### config.mk
export PLATFORM = sky130hd
export DESIGN_NAME = eusci_baud_gen
export DESIGN_NICKNAME = d
export VERILOG_FILES = /design/src/rtl/eusci_baud_gen.sv
export SDC_FILE = /design/constraint.sdc
export NUM_CORES = 1
export LEC_CHECK = 0
export BUFFER_PORTS_ARGS = -buffer_cell sky130_fd_sc_hd__buf_2
export CORE_MARGIN = 2
export CORE_UTILIZATION = 50
export CTS_CLUSTER_SIZE = 25
export DETAILED_ROUTE_END_ITERATION = 6
export PLACE_DENSITY = 0.64
export SLEW_MARGIN = 20
export SYNTH_ARGS = -nofsm -noshare
export SYNTH_HDL_FRONTEND = slang
export SYNTH_SLANG_ARGS = --single-unit
### constraint.sdc
create_clock -name BRCLK -period 6.6 [get_ports BRCLK]
set_clock_uncertainty 0.15 [all_clocks]
set_input_delay 0.99 -clock BRCLK [delete_from_list [all_inputs] [get_ports BRCLK]]
set_output_delay 0.99 -clock BRCLK [all_outputs]
set_load 0.02 [all_outputs]
### src/rtl/eusci_baud_gen.sv
// eUSCI UART baud-rate generator.
// Divides BRCLK into the BITCLK bit strobe and the BITCLK16 oversampling
// strobe, with UCBRx division, UCBRFx first-stage modulation (oversampling
// mode) and UCBRSx second-stage per-bit modulation aligned to frame start.
// The configuration is captured at the clock edge that opens each bit
// period, so the length of every period is known before its first cycle
// and all strobes can come straight from flops.
module eusci_baud_gen (
    input  logic        BRCLK,
    input  logic        reset,
    input  logic        wUCSWRST,
    input  logic        wUCOS16,
    input  logic [15:0] wUCBR,
    input  logic [3:0]  wUCBRF,
    input  logic [7:0]  wUCBRS,
    input  logic        TxBusy,
    output logic        BITCLK,
    output logic        BITCLK16,
    output logic [2:0]  modIdx
);

    typedef enum logic {
        ST_IDLE = 1'b0,
        ST_RUN  = 1'b1
    } state_t;

    state_t      state_q, state_d;
    logic        os16_q, os16_d;
    logic [16:0] n_q, n_d;
    logic [3:0]  brf_q, brf_d;
    logic        m_q, m_d;
    logic [3:0]  tick_q, tick_d;
    logic [16:0] cyc_q, cyc_d;
    logic [16:0] len_q, len_d;
    logic [2:0]  mod_q, mod_d;
    logic        bitclk_q, bitclk_d;
    logic        bitclk16_q, bitclk16_d;
    logic        new_period_s;

    // Length in BRCLK cycles of tick t; in low-frequency mode the whole
    // period is tick 0, so this collapses to N + m.
    function automatic logic [16:0] tick_len(
        input logic        os,
        input logic [16:0] n,
        input logic [3:0]  brf,
        input logic        m,
        input logic [3:0]  t
    );
        logic [16:0] len;
        len = n;
        if (os && (t < brf)) begin
            len = len + 17'd1;
        end else begin
            len = len + 17'd0;
        end
        if ((t == 4'd0) && m) begin
            len = len + 17'd1;
        end else begin
            len = len + 17'd0;
        end
        return len;
    endfunction

    // Next-state logic: open a new period, advance a tick, or count a cycle.
    always_comb begin
        state_d      = ST_RUN;
        os16_d       = os16_q;
        n_d          = n_q;
        brf_d        = brf_q;
        m_d          = m_q;
        tick_d       = tick_q;
        cyc_d        = cyc_q;
        len_d        = len_q;
        mod_d        = mod_q;
        new_period_s = (state_q == ST_IDLE) || bitclk_q;

        if (new_period_s) begin
            // TxBusy seen in the BITCLK cycle is the transmitter's pre-edge
            // state; an idle transmitter means the next bit is a start bit.
            if (state_q == ST_IDLE) begin
                mod_d = 3'd0;
            end else if (TxBusy) begin
                mod_d = mod_q + 3'd1;
            end else begin
                mod_d = 3'd0;
            end
            os16_d = wUCOS16;
            n_d    = (wUCBR == 16'd0) ? 17'd1 : {1'b0, wUCBR};
            brf_d  = wUCBRF;
            m_d    = wUCBRS[mod_d];
            tick_d = 4'd0;
            cyc_d  = 17'd1;
            len_d  = tick_len(os16_d, n_d, brf_d, m_d, 4'd0);
        end else if (bitclk16_q) begin
            tick_d = tick_q + 4'd1;
            cyc_d  = 17'd1;
            len_d  = tick_len(os16_q, n_q, brf_q, m_q, tick_d);
        end else begin
            cyc_d  = cyc_q + 17'd1;
        end

        bitclk16_d = (cyc_d == len_d);
        bitclk_d   = bitclk16_d && (!os16_d || (tick_d == 4'd15));
    end

    // State and output registers; software reset aborts the period at once.
    always_ff @(posedge BRCLK or posedge reset) begin
        if (reset) begin
            state_q    <= ST_IDLE;
            os16_q     <= 1'b0;
            n_q        <= 17'd1;
            brf_q      <= 4'd0;
            m_q        <= 1'b0;
            tick_q     <= 4'd0;
            cyc_q      <= 17'd0;
            len_q      <= 17'd1;
            mod_q      <= 3'd0;
            bitclk_q   <= 1'b0;
            bitclk16_q <= 1'b0;
        end else if (wUCSWRST) begin
            state_q    <= ST_IDLE;
            os16_q     <= 1'b0;
            n_q        <= 17'd1;
            brf_q      <= 4'd0;
            m_q        <= 1'b0;
            tick_q     <= 4'd0;
            cyc_q      <= 17'd0;
            len_q      <= 17'd1;
            mod_q      <= 3'd0;
            bitclk_q   <= 1'b0;
            bitclk16_q <= 1'b0;
        end else begin
            state_q    <= state_d;
            os16_q     <= os16_d;
            n_q        <= n_d;
            brf_q      <= brf_d;
            m_q        <= m_d;
            tick_q     <= tick_d;
            cyc_q      <= cyc_d;
            len_q      <= len_d;
            mod_q      <= mod_d;
            bitclk_q   <= bitclk_d;
            bitclk16_q <= bitclk16_d;
        end
    end

    assign BITCLK   = bitclk_q;
    assign BITCLK16 = bitclk16_q;
    assign modIdx   = mod_q;

endmodule

==> flow_summary.toml <==
[critical_path]
critical_path.max_fanout = 20
r2r_setup_slack_ns = 1.98
critical_path.top_delay_family = "compound AO/OA/AOI/OAI gates"
setup.worst_path.class = "flip-flop to flip-flop"
arrival_ns = 4.75
timing.critical_path.from_type = "flip-flop"
worst_ep_required_time_ns = 6.73
timing.critical_path.mode_cell = "ha_1"
crit_path_max_incr_delay_ns = 0.75
path_buf_inv = 2
crit_path_cell_trace = "ha_1, xnor2_1, inv_1, ha_1, o211ai_1, o211ai_1, buf_4, xnor2_1, ha_1, nand3_1, o211a_1, a2111oi_0, nor3b_1, a311oi_2, nand4_1, nor4b_2"
critPathSlowestCell = "a2111oi_0"
critPathCaptureType = "flip-flop"

[routing]
highest-signal-layer = "met4"
drtPass1Iterations = 5
drt-vias-per-instance = 6.17
vias = 5063
detail_route.drc_violations = 0
detail_route.iter0.violations = 397
drtAntennaViolNets = 0
met3RoutedLength_um = 941
routed_wirelength_mm = 15.2
met1_length_mm = 6.96
routedWlPerCell_um = 18.5
detailroute.wirelength.met2_mm = 6.88

[logic_synthesis]
yosysTopAreaCellShare_pct = 30.1
mappedNetlistArea_um2 = 5320
synth_edf_count = 0
share_of_synthesized_cell_area_in_and_or_nand_and_nor_gates_pct = 30.3
postSynthNetCount = 704
post_synthesis_mux_area_share_pct = 2.99
synth_top_family_by_area = "simple AND/OR/NAND/NOR gates"
post_synth_fa_ha_maj_area_fraction_pct = 2.35
postSynthCellCount = 661
async_flop_share_pct = 100
synthesis.area_per_instance_um2 = 8.05
ys.warnings.count = 0
synth.largest_area_cell = "dfrtp_1"
ys.flop_type = "dfrtp_1"
ys_top_cells_by_area = "dfrtp_1 30%, nand2_1 6.8%, xnor2_1 5.8%"
synth_sequential_area_ratio_pct = 31.1
yosysUniqueCellTypes = 83
synth-xor-area-share_pct = 9.62
synth-seq-cells = 66
synth-compound-area-share_pct = 19.3

[placement]
dp_cells = 804
finalWeightedCongestion = 0.974
post-place-ws_ns = 1.78
place_hpwl_mm = 11.1
io_buffer_count = 37

[global_routing]
globalRoute.totalOverflow = 0
maximum_number_of_pins_on_one_net_before_global_route_repair = 67
first_global_vias = 4849
number_of_antenna_violations_at_the_first_check_in_global_routing = 0
global_route.usage.total_pct = 27.9
grt_pass1_wl_mm = 24.8

[timing]
fin_ws_ns = 1.98
rsz0062_at_grt = "false"
slew_headroom_pct = 38.5
slew_violations = 0
timing.final.crit_share_pct = 70.0
worst-slew-pin-transition_ns = 0.923
finalWorstPathRequiredPeriod_ns = 4.62
fmax_ghz = 0.217
fin_tns_setup_ns = 0
timing.final.setup_violations = 0
report.final.hold_viol_count = 0

[status]
outcome = "completed"

[finish]
multi_input_area_um2 = 3440
area.growth.synth_to_final_pct = 8.70
antennaDiodeCount = 0
fillCellCount = 989
seqCellArea_um2 = 1650
layout.cells.non_filler = 820
drive_gt1_share_pct = 13.3
fin_nets = 722

[floorplanning]
floorplan.io_pins = 38
die_area_um2 = 11500
floorplan.core_area_um2 = 10300
initial_utilization_pct = 51.5
rows = 37
fp.dieW_um = 107
die-height_um = 107

[clocking]
cts_htree_levels = 3
ctsResizeCount = 0
worstSkewPairLatency_ns = 0.37
cts-root-buf = "clkbuf_8"
cts-buffers-inserted = 9
clock_path_buffers = 2
clock_sink_count = 66
cts_tree = "yes"
cts-hold-fix-buffers = 0
worst_setup_hold_path_clk_slew_ns = 0.08
post_cts.repair.setup_buffers = 0

[power]
cellPowerDensity_nw_per_um2 = 173
fin_total_pwr_uw = 1000
leakagePower_uw = 0.00231
vdd.ir_drop.worst_mv = 0.152

[run]
maxCapViolCount = 0

[hold_path]
hold_class = "flip-flop to flip-flop"
worst min-delay path, stage by stage, from the launching register on:
cell,delay [ns]
dfrtp_1,0.38
nand2_1,0.06
a21oi_1,0.05
per-layer routing:
metal	up-vias	track usage (%)
met5	-	0
met1	2426	38.5
li1	2433	-
met3	31	5.17
met4	0	10.5
met2	173	43.3
sequential cells by signal, summed over array words and instances (netlist names):
name      flops
cyc_q        17
len_q        17
n_q          16
brf_q         4
tick_q        4
modIdx        3
BITCLK        1
BITCLK16      1
m_q           1
os16_q        1
state_q       1
through the flow:
stage / util (%) / hold WS (ns) / area [um2]
6_report: 56.0 / 0.378 / 5780
5_1_grt: 56.0 / 0.404 / 5780
4_1_cts: 56.0 / 0.379 / 5780
3_5_place_dp: 53.8 / 0.369 / 5560
3_3_place_gp: 53.8 / 0.362 / 5560
2_1_floorplan: - / 0.342 / 5320
placed cells by master, fill, tap and decap left out, types with 3 or more instances in the layout:
master	instances
nand2_1	96
nor2_1	76
dfrtp_1	64
a21oi_1	43
buf_2	37
xnor2_1	35
nand3_1	30
nor3_1	26
xor2_1	19
nor4_1	15
inv_1	15
and3_1	14
nand4_1	14
o21ai_0	13
o211ai_1	10
ha_1	10
clkbuf_8	10
mux2i_1	8
o31ai_1	7
a211oi_1	6
a21o_1	5
nor2b_1	5
or3_1	5
buf_4	5
or4_1	4
o211a_1	4
mux2_2	4
and2_1	4
o2111ai_1	4
nor3b_1	4
a31o_2	4
nand2b_1	4
and4_1	3
nand4b_1	3
o22ai_1	3
a21oi_2	3
a21boi_0	3
o22a_1	3
cell usage after synthesis (3+ instances only):
cell	count
clkbuf_1	20
and3_1	14
o21ai_0	13
nand2b_1	5
nor3b_1	4
nand4b_1	3
buf_1	3
buf_2	8
or4_1	4
o31ai_1	7
a21boi_0	3
xnor2_1	35
mux2i_1	8
or3_1	5
a21o_1	5
nand3_1	30
mux2_2	4
a31o_2	4
nor2_1	76
dfrtp_1	64
nor3_1	26
nand4_1	14
o22a_1	3
nor4_1	15
and2_1	4
a21oi_1	43
o22ai_1	3
and4_1	3
a211oi_1	6
o211a_1	4
ha_1	10
nand2_1	96
nor2b_1	6
a21oi_2	3
xor2_1	19
o211ai_1	10
o2111ai_1	4
inv_1	16
cell families after synthesis:
family          after synthesis
buf+inv                      53
simple gates                323
mux                          14
flops                        66
xor+xnor                     56
compound gates              139
fa+ha+maj                    10
report_power, final:
| part | internal [uW] | total, uW | switching, uW |
|---|---|---|---|
| registers | 420 | 438 | 18.0 |
| logic | 58.2 | 163 | 105 |
| clock network | 223 | 400 | 177 |
area by class of cell:
class / instances / area share [%]
multi-input cells: 542 / 59.5
flip-flops and latches: 66 / 28.6
repair buffers: 42 / 3.85
well taps: 136 / 2.94
clock buffers: 10 / 2.38
clock inverters: 6 / 1.54
inverters: 18 / 1.17
worst paths after layout:
check                      startpoint         to  cells after the start
max in group asynchronous       reset   brf_q[0]                      3
min in group asynchronous       reset  cyc_q[11]                      3
min                          brf_q[1]   brf_q[1]                      2
max reg2reg                 tick_q[0]     BITCLK                     16
max                         tick_q[0]     BITCLK                     16
min reg2reg                  brf_q[1]   brf_q[1]                      2
Power figures use the tool's default switching activity.
